===== src/rtl/muldiv_seq.sv =====
// muldiv_seq: iterative RV32M multiply/divide sequencer beside the execute-stage ALU.
// 32-step shift-add multiply and restoring divide on operand magnitudes, with a
// sign fixup at the end; divide-by-zero and signed overflow resolve at start.
// Optional build macro: MULDIV_FAST_MUL_EN -- multiplies complete in one cycle
// using a 33x33 signed product; divides stay iterative.
module muldiv_seq (
    input  logic        clk,
    input  logic        rstN,
    input  logic        start,
    input  logic [2:0]  op,
    input  logic [31:0] opA,
    input  logic [31:0] opB,
    input  logic        flush,
    output logic        hold,
    output logic        busy,
    output logic        done,
    output logic [31:0] result
);

    localparam int unsigned XLEN  = 32;
    localparam int unsigned CNT_W = 6;

    localparam logic [2:0] OP_MUL    = 3'd0;
    localparam logic [2:0] OP_MULH   = 3'd1;
    localparam logic [2:0] OP_MULHSU = 3'd2;
    localparam logic [2:0] OP_DIV    = 3'd4;
    localparam logic [2:0] OP_REM    = 3'd6;

    typedef enum logic [1:0] {
        S_IDLE  = 2'd0,
        S_CALC  = 2'd1,
        S_FIXUP = 2'd2,
        S_DONE  = 2'd3
    } state_t;

    state_t            state, state_d;
    logic [CNT_W-1:0]  count, count_d;
    logic [XLEN-1:0]   acc, acc_d;      // product high word / partial remainder
    logic [XLEN-1:0]   mpl, mpl_d;      // multiplier / dividend shifting into quotient
    logic [XLEN-1:0]   mcand, mcand_d;  // multiplicand / divisor magnitude
    logic              neg_a_q, neg_a_d;
    logic              neg_b_q, neg_b_d;
    logic [2:0]        op_q, op_d;
    logic [XLEN-1:0]   result_d;

    // start-edge operand decode
    logic              a_signed, b_signed, neg_a, neg_b;
    logic [XLEN-1:0]   abs_a, abs_b;
    logic              div_zero, div_ovf, special;
    logic [XLEN-1:0]   special_res;

    // per-step datapath
    logic [XLEN:0]     mul_sum;
    logic [XLEN:0]     div_shift, div_diff;
    logic              div_ge;

    // fixup datapath
    logic [2*XLEN-1:0] prod, prod_f;
    logic [XLEN-1:0]   quo_f, rem_f, fix_res;

`ifdef MULDIV_FAST_MUL_EN
    logic signed [XLEN:0]     fast_a, fast_b;
    logic signed [2*XLEN-1:0] fast_p;
    logic [XLEN-1:0]          fast_res;
`endif

    // operand signedness, magnitudes and special-case detection from the decode inputs
    always_comb begin
        a_signed = (op == OP_MUL) || (op == OP_MULH) || (op == OP_MULHSU) ||
                   (op == OP_DIV) || (op == OP_REM);
        b_signed = (op == OP_MUL) || (op == OP_MULH) ||
                   (op == OP_DIV) || (op == OP_REM);
        neg_a    = a_signed & opA[XLEN-1];
        neg_b    = b_signed & opB[XLEN-1];
        abs_a    = neg_a ? (~opA + XLEN'(1)) : opA;
        abs_b    = neg_b ? (~opB + XLEN'(1)) : opB;
        div_zero = op[2] && (opB == '0);
        div_ovf  = ((op == OP_DIV) || (op == OP_REM)) &&
                   (opA == {1'b1, {(XLEN-1){1'b0}}}) && (opB == '1);
        special  = div_zero || div_ovf;
        // op[1] separates REM/REMU from DIV/DIVU within the divide group
        if (op[1]) begin
            special_res = div_zero ? opA : '0;
        end else begin
            special_res = div_zero ? '1 : {1'b1, {(XLEN-1){1'b0}}};
        end
    end

`ifdef MULDIV_FAST_MUL_EN
    // single-cycle signed product with per-operand sign extension
    always_comb begin
        fast_a   = {a_signed & opA[XLEN-1], opA};
        fast_b   = {b_signed & opB[XLEN-1], opB};
        fast_p   = (2*XLEN)'(fast_a) * (2*XLEN)'(fast_b);
        fast_res = (op == OP_MUL) ? fast_p[XLEN-1:0] : fast_p[2*XLEN-1:XLEN];
    end
`endif

    // one iteration of shift-add multiply and restoring divide
    always_comb begin
        mul_sum   = {1'b0, acc} + ({(XLEN+1){mpl[0]}} & {1'b0, mcand});
        div_shift = {acc, mpl[XLEN-1]};
        div_ge    = (div_shift >= {1'b0, mcand});
        div_diff  = div_shift - {1'b0, mcand};
    end

    // sign correction and result selection at the end of the iterations
    always_comb begin
        prod   = {acc, mpl};
        prod_f = (neg_a_q ^ neg_b_q) ? (~prod + (2*XLEN)'(1)) : prod;
        quo_f  = (neg_a_q ^ neg_b_q) ? (~mpl + XLEN'(1)) : mpl;
        rem_f  = neg_a_q ? (~acc + XLEN'(1)) : acc;
        case (op_q)
            OP_MUL:               fix_res = prod_f[XLEN-1:0];
            3'd1, 3'd2, 3'd3:     fix_res = prod_f[2*XLEN-1:XLEN];
            3'd4, 3'd5:           fix_res = quo_f;
            default:              fix_res = rem_f;
        endcase
    end

    // next-state and datapath update
    always_comb begin
        state_d  = state;
        count_d  = count;
        acc_d    = acc;
        mpl_d    = mpl;
        mcand_d  = mcand;
        neg_a_d  = neg_a_q;
        neg_b_d  = neg_b_q;
        op_d     = op_q;
        result_d = result;

        case (state)
            S_IDLE: begin
                if (start && !flush) begin
                    op_d    = op;
                    neg_a_d = neg_a;
                    neg_b_d = neg_b;
                    acc_d   = '0;
                    mpl_d   = abs_a;
                    mcand_d = abs_b;
                    count_d = '0;
                    if (special) begin
                        result_d = special_res;
                        state_d  = S_DONE;
`ifdef MULDIV_FAST_MUL_EN
                    end else if (!op[2]) begin
                        result_d = fast_res;
                        state_d  = S_DONE;
`endif
                    end else begin
                        state_d = S_CALC;
                    end
                end
            end
            S_CALC: begin
                if (op_q[2]) begin
                    acc_d = div_ge ? div_diff[XLEN-1:0] : div_shift[XLEN-1:0];
                    mpl_d = {mpl[XLEN-2:0], div_ge};
                end else begin
                    acc_d = mul_sum[XLEN:1];
                    mpl_d = {mul_sum[0], mpl[XLEN-1:1]};
                end
                count_d = count + CNT_W'(1);
                if (count == CNT_W'(XLEN-1)) begin
                    state_d = S_FIXUP;
                end
            end
            S_FIXUP: begin
                result_d = fix_res;
                state_d  = S_DONE;
            end
            S_DONE: begin
                state_d = S_IDLE;
            end
            default: begin
                state_d = S_IDLE;
            end
        endcase

        // a kill aborts whatever is in flight and leaves the last result intact
        if (flush) begin
            state_d  = S_IDLE;
            count_d  = '0;
            result_d = result;
        end
    end

    // state and datapath registers
    always_ff @(posedge clk or negedge rstN) begin
        if (!rstN) begin
            state   <= S_IDLE;
            count   <= '0;
            acc     <= '0;
            mpl     <= '0;
            mcand   <= '0;
            neg_a_q <= 1'b0;
            neg_b_q <= 1'b0;
            op_q    <= '0;
            result  <= '0;
        end else begin
            state   <= state_d;
            count   <= count_d;
            acc     <= acc_d;
            mpl     <= mpl_d;
            mcand   <= mcand_d;
            neg_a_q <= neg_a_d;
            neg_b_q <= neg_b_d;
            op_q    <= op_d;
            result  <= result_d;
        end
    end

    // status decoded from the state register; hold also covers the accepting cycle
    always_comb begin
        busy = (state != S_IDLE);
        done = (state == S_DONE) && !flush;
        hold = ((state == S_IDLE) && start && !flush) ||
               (state == S_CALC) || (state == S_FIXUP);
    end

endmodule


===== config.mk =====
export PLATFORM = sky130hd
export DESIGN_NAME = muldiv_seq
export DESIGN_NICKNAME = d
export VERILOG_FILES = /design/src/rtl/muldiv_seq.sv
export SDC_FILE = /design/constraint.sdc
export NUM_CORES = 1
export LEC_CHECK = 0
export CORE_ASPECT_RATIO = 0.75
export CORE_MARGIN = 1.5
export CORE_UTILIZATION = 50
export DETAILED_ROUTE_END_ITERATION = 8
export PLACE_DENSITY_LB_ADDON = 0.1
export SYNTH_ARGS = -nofsm -noshare
export SYNTH_HDL_FRONTEND = slang
export SYNTH_SLANG_ARGS = --single-unit
export TNS_END_PERCENT = 5

===== constraint.sdc =====
create_clock -name clk -period 5.5 [get_ports clk]
set_clock_uncertainty 0.2 [all_clocks]
set_input_delay 1.1 -clock clk [delete_from_list [all_inputs] [get_ports clk]]
set_output_delay 1.1 -clock clk [all_outputs]
set_load 0.02 [all_outputs]

==> summary by stage, run 1 <==
Routing
The routed wirelength normalized by instance count is 21.9 um. Summed over all layers, the routed wires come to 51,500 um. The number of iterations in the first detailed-routing pass is 6. In the routed layout, each cell is associated on average with a via count of 6.37. After detailed routing, the number of remaining DRC violations is 0. The number of antenna-violating nets in the routed design is 0. In this run, the number of DRC markers left after iteration 0 of detailed routing was 1,537. The routed layout has 14,944 vias.

Placed design
The congestion estimate from routability-driven global placement came to 1.02. Prior to clock tree synthesis, the placed netlist has a worst setup slack of 0.747 ns. Port buffering added 105 buffers.

Detailed placement finished with a half-perimeter wire length of 39,400 um.

Synth
Yosys mapped the design onto 90 distinct sky130hd cell types. The mapped netlist covers 14,400 um^2. The proportion of synthesized chip area in sequential cells is 0.245. The synthesized netlist net count is 2,062. Synthesis handed over a netlist of 1,915 instances. The most instantiated flip-flop cell in the synthesis netlist is dfrtp_1.

The number of enable-type register cells in the synthesized netlist is 0. The most area-hungry cell type in the Yosys netlist is dfrtp_1. For this run, asynchronously set or reset flops after synthesis account for 1.00. The average instance in the mapped netlist occupies 7.53 um^2. The post-synthesis sequential element count is 141. The proportion of netlist area held by the largest area contributor is 0.245.

Counting instances in the post-synthesis netlist gives the leading cell types as nand2_1 (225), o21ai_0 (182), nor2_1 (167). After synthesis, the cell types taking the most area are dfrtp_1 (24%), ha_1 (6.4%), o21ai_0 (6.3%). By instance count, the leading cell after synthesis is nand2_1. The synthesis warning total is 0.

Floorplanning
The number of ports placed on the die boundary is 106. The number of standard-cell rows in the floorplan is 53. Measured along the x axis, the die boundary spans 199 um. The die height is 150 um.

The die covers 29,900 um^2. The total area inside the core boundary comes to 28,200 um^2. For this configuration, the core starts out at a cell density of 0.512.

Global route
The initial antenna violation count came to 1. Global routing finished with a remaining overflow of 0. The largest net degree at the start of global routing is 89.

The global-route wire length before repair is 78,800 um. The via count of the first global-routing pass is 13,419. The overall track demand over capacity in global routing is 0.348.

Clock network
Clock-pin slew was measured on the worst setup and hold paths at 0.07 ns. The root buffer selected by CTS is clkbuf_16. The clock latency on the worst-skew pair is 0.46 ns. The number of clock buffers added by TritonCTS is 17. Post-CTS timing repair inserted 0 buffers for setup. The clock tree from TritonCTS is done.

The number of buffers on the longest clock path is 2. The H-tree was split into 4 levels. The post-cts repair resize count is 0. Clock tree synthesis found a total of 141 sinks. For this design, the CTS-stage hold fixing added 0 buffers.

STA
The clock period could shrink to 4.43 ns. The worst pin sits at a relative slew slack of 0.203. The peak clock frequency supported by timing is 226 MHz. Setup repair after global routing left no endpoint under its margin. The final count of hold timing violations was 0. Dividing the final minimum period by the clock period gives 0.806. The max-slew violation count is 0. Setup violations remaining at the end of the flow were counted as 0. Across all setup checks in the final design, the least slack found is 1.07 ns.

The transition at the pin with the smallest max-transition slack is 1.20 ns. The worst hold slack is 0.281 ns. The accumulated negative setup slack is 0 ns.

Final layout
The sequential cells in the finished layout cover a total of 3530 um^2. For this run, the share of the core covered by cells in the final layout is 0.580. Summing all multi-input logic gate instances after layout gives 10,200 um^2. The area growth from synthesis to layout is 13.4%. The filler cells instantiated in the layout total 2,685. The number of nets in the finished design is 2,092. The fraction of layout cells with a size suffix above 1 is 0.0546.

Setup path
Walking the worst path, the cells encountered are clkdlybuf4s50_1 > or3_1 > or3b_1 > nor2b_1 > nand4_1 > o31ai_2 > a21o_1 > nand2_1 > o211ai_1. In this run the register-to-register setup slack is 1.19 ns. The element type at the critical path start is a primary input. The required time at the worst-slack endpoint is 5.67 ns. The critical path buffer and inverter count is 1. The category of the worst setup path capture point is a register.

On the critical path, the stage with the largest delay is an instance of clkdlybuf4s50_1. In this run the worst setup path begins at opA[2]. The class of the most critical setup path is in2reg.

In this run the critical register-to-register path is launched from acc[9]. The largest driver fanout on the critical path is 11. STA puts the critical path data arrival time at 4.60 ns. The worst stage delay on the critical path is 0.49 ns. The family with the most delay on the worst path is simple AND/OR/NAND/NOR gates.

Worst hold path
The type of the most critical hold path is reg2reg. The startpoint identified for the worst hold timing path is mcand[21].

Power and ir drop
In this run the power density over the cells is 775 nW/um^2. Across the VDD grid, the largest voltage drop is 0.490 mV. For this design the static power due to leakage is 6.76 nW.

Run
The max-capacitance violation count is 0.

Status
The flow ran to the end, and the final reports show no timing, DRC or antenna violations.
## layer usage
| layer | part of all wire | vias up | routed length, um | global-route usage |
|---|---|---|---|---|
| li1 | - | 7007 | - | - |
| met1 | 0.46 | 7176 | 23900 | 0.524 |
| met2 | 0.40 | 708 | 20500 | 0.471 |
| met3 | 0.12 | 53 | 6320 | 0.120 |
| met4 | 0.014 | 0 | 739 | 0.0716 |
| met5 | 0 | - | 0 | 0 |
## placed cells by master, fill, tap and decap left out, types with 5 or more instances in the layout
master           count
nor4_1              16
o22ai_1             24
or4_1               16
a221oi_1             9
nand2b_1            22
nand3_1             40
nand2_1            225
nor2b_1              8
inv_1               66
o21a_1              13
nor2_1             167
o31ai_1             28
a31oi_1             33
clkinvlp_4           5
o41ai_1             12
a211oi_1            11
mux2i_1             48
nor3_1              33
a311oi_1             5
and2_1               7
xnor2_1            102
nand4_1             22
xor2_1              90
dfrtp_1            140
o21ai_0            182
and3_1               8
a21o_1              31
a21oi_1            119
clkbuf_16           17
o21ai_1             59
clkdlybuf4s50_1    104
o21bai_1             7
a22oi_1             18
ha_1                73
or3_1               19
a41oi_1              6
o221ai_1            15
buf_4               31
o211ai_1            20
## kinds of logic after synthesis
group,Yosys count,share of synthesized area
compound gates,640,0.277
mux,51,0.0357
simple gates,617,0.205
xor+xnor,194,0.118
buf+inv,196,0.0534
flops,141,0.245
fa+ha+maj,76,0.0670
## worst paths after layout
check                             end  cells after the start
hold / removal              mcand[21]                      2
setup / recovery           result[29]                      9
hold reg to reg             mcand[21]                      2
setup reg to reg              acc[13]                     12
max in group asynchronous  result[30]                      2
min in group asynchronous     acc[12]                      1
## sequential cells by signal (all words and copies together), names as in the netlist
signal	flops
mcand	32
mpl	32
result	32
neg_b_q	1
neg_a_q	1
state	2
acc	32
count	6
op_q	3
## per-stage QoR
| stage | std cells | area, um^2 | power, mW |
|---|---|---|---|
| after floorplan | 1915 | 14400 | 8.57 |
| after global placement | 2311 | 15800 | 11.1 |
| after detailed placement | 2311 | 15800 | 11.2 |
| after CTS | 2343 | 16300 | 12.4 |
| after global routing | 2343 | 16300 | 13.6 |
| final | 2346 | 16300 | 12.7 |
## power breakdown
part / total, mW / switching, mW / internal (mW)
Clock: 1.16 / 0.516 / 0.648
Sequential: 2.38 / 0.885 / 1.49
Combinational: 9.13 / 5.64 / 3.48
## worst register-to-register path, cell delays in order (launching register included)
cell      delay (ns)
dfrtp_1         0.58
ha_1            0.51
and3_1          0.25
and4_1          0.27
a21bo_2         0.27
a21boi_1        0.20
o311ai_1        0.12
buf_4           0.19
a31oi_4         0.65
buf_12          0.28
mux2_2          0.38
a21oi_1         0.22
o21ai_1         0.08
## layout make-up
cell class / count / share of cell area
flip-flops and latches: 141 / 0.216
clock buffers: 20 / 0.0279
well taps: 385 / 0.0295
repair buffers: 139 / 0.0823
clock inverters: 12 / 0.00689
inverters: 68 / 0.0156
multi-input cells: 1578 / 0.621
diodes: 3 / 0.000459
No activity file was read; power rests on OpenSTA's default activity.
==> run 2, diff against run 1 <==
==> constraint.sdc (replaced) <==
create_clock -name clk -period 4.43 [get_ports clk]
set_clock_uncertainty 0.2 [all_clocks]
set_input_delay 0.886 -clock clk [delete_from_list [all_inputs] [get_ports clk]]
set_output_delay 0.886 -clock clk [all_outputs]
set_load 0.02 [all_outputs]
==> summary by stage, run 2 (synthesis gave the netlist of run 1 again) <==
STA
The final count of hold timing violations came to 0. Derived from the worst setup path, the maximum achievable clock frequency is 232 MHz. At the pin with the least slew margin, the transition time is 1.15 ns. The max-slew violation count was 0. Setup violations remaining at the end of the flow were counted as 0.

Across all hold checks on the routed design, the worst slack comes to 0.229 ns. The normalized max-slew margin is 0.231. The worst path setup slack after routing is 0.117 ns.

The minimum period implied by the final worst setup slack is 4.31 ns. Dividing the final minimum period by the clock period gives 0.974. Setup repair after global routing left no endpoint under its margin.

Floorplanning
The die covers 29,900 um^2. The total area inside the core boundary comes to 28,200 um^2. In this run the count of I/O pins placed on the die edge is 106. The horizontal extent of the die is 199 um. The die height is 150 um. The initial utilization of the core area, before any placement, comes to 0.512.

The floorplan has 53 rows.

Placed design
The routability congestion estimate from global placement is 0.997. Port buffering added 105 buffers. The post-placement setup slack is -0.00588 ns. The placed wire-length estimate is 40,000 um. The number of cells in the design after placement is 2,346.

Clock network
TritonCTS built the clock tree. The clock latency on the worst-skew pair is 0.46 ns. The number of H-tree levels is 4. Once the clock tree was built, the setup fixing pass inserted 0 buffers.

Clock-pin slew was measured on the worst setup and hold paths at 0.07 ns. The clock net in this run drives a total of 141 sinks. The root buffer selected by CTS is clkbuf_16. Post-CTS repair changed the size of 0 cells.

The quantity of hold-fixing buffers added after cts is 0. The number of buffers on the longest clock path is 2. The TritonCTS buffer count is 17.

Setup path
The minimum setup slack among reg-to-reg paths is 0.12 ns. The required time at the worst-slack endpoint is 4.52 ns. The largest driver fanout on the critical path is 8. STA classifies the critical path endpoint as a register. The critical path data arrival time is 4.41 ns.

The element type at the critical path start is a register. The critical path is of the reg2reg type.

Routing
The post-detailed-routing wire length is 52,100 um. Summing over every cut layer, the via total after detailed routing is 15,097. The violation count after the first detailed-routing iteration is 1,802. The routed wirelength normalized by instance count is 21.9 um. For this run, design rule violations remaining after detail routing come to 0. The number of iterations in the first detailed-routing pass is 5.

In this run the remaining antenna-violating nets after routing total 0. The post-detailed-route via-to-cell ratio is 6.35.

Final layout
In the layout the commonest cells are nand2_1 (225), o21ai_0 (182), nor2_1 (167). The number of diodes is 0. Of the cells placed in the final design, the portion with a size suffix greater than 1 is 0.0712. The number of nets in the finished design is 2,127. Fill cells in the final layout number 2,671. The count of placed standard cells in the final layout, fillers left out is 2,378. The library cell used most frequently in the layout, excluding fill and tap cells, is nand2_1.

The register area is 3530 um^2. The footprint of the multi-input gates is 10,200 um^2. At the end of the flow the core is filled with cells to 0.592. From synthesis to final layout, the design area changed by 15.6%.

Power and ir drop
After layout, the design draws a total of 16.2 mW. The power density over cell area is 973 nW/um^2. VDD sags by at most 0.674 mV. Summed over all cells, the static leakage comes to 6.97 nW.

Global route
The via count of the first global-routing pass is 13,361. The overall track demand over capacity in global routing is 0.351. The initial antenna violation count is 0. Entering global routing, the biggest net connects 86 pins.

The first global-routing pass estimated 79,300 um of wire. The final global-route overflow total is 0.

Status
The flow ran to the end, and the final reports show no timing, DRC or antenna violations.

Worst hold path
The type of the most critical hold path is in2async.

Run
The max-capacitance violation count is 0.
==> run 2: cell types whose count changed in the layout (fill, tap and decap cells not counted) <==
cell	before	now
clkinv_2	2	1
buf_4	31	64
buf_12	3	5
clkbuf_8	2	0
clkinvlp_4	5	2
diode_2	3	0
bufinv_16	1	3
inv_8	0	1
inv_6	3	4
clkinv_4	1	3
==> run 2: routing by layer <==
metal  global-route usage  share of wire  wire length, um  vias up
met5                    0              0                0        -
met4               0.0761          0.014              743        0
met3                0.114           0.12             6300       54
li1                     -              -                -     7088
met1                0.531           0.47            24300     7231
met2                0.475           0.40            20700      724
==> run 2: metrics by stage <==
stage | setup TNS (ns) | instance area [um^2]
2_1_floorplan | 0 | 14400
6_report | 0 | 16700
4_1_cts | 0 | 16700
3_3_place_gp | 0 | 16100
5_1_grt | 0 | 16700
3_5_place_dp | -0.00588 | 16100
==> run 2: path summary, 6_finish.rpt <==
kind,endpoint,cells past startpoint,start
worst max-delay path,result[25],10,mpl[14]
worst min-delay path,acc[10],1,rstN
worst max register to register,result[25],10,mpl[14]
worst min register to register,mcand[31],2,mcand[31]
max in group asynchronous,op_q[2],2,rstN
min in group clk,mcand[31],2,mcand[31]
==> run 2: worst max-delay path: stages, from the launching register on <==
cell and delay, ns:
dfrtp_1 0.46, or3_1 0.43, or4_4 0.50, nor4_4 0.45, and2_1 0.51, a21oi_2 0.10, xor2_1 0.16, a222oi_1 0.94
nand2_1 0.13, o21ai_1 0.18, o21ai_1 0.08
==> run 2: power breakdown <==
group / switching [mW] / internal, mW
combinational: 7.42 / 4.51
clock: 0.662 / 0.898
sequential: 0.878 / 1.86
==> run 2: final cells by class <==
cell class / instances / area share
clock buffers: 18 / 0.0257
clock inverters: 14 / 0.0110
inverters: 68 / 0.0153
multi-input cells: 1578 / 0.609
flip-flops and latches: 141 / 0.212
well taps: 385 / 0.0289
repair buffers: 174 / 0.0979
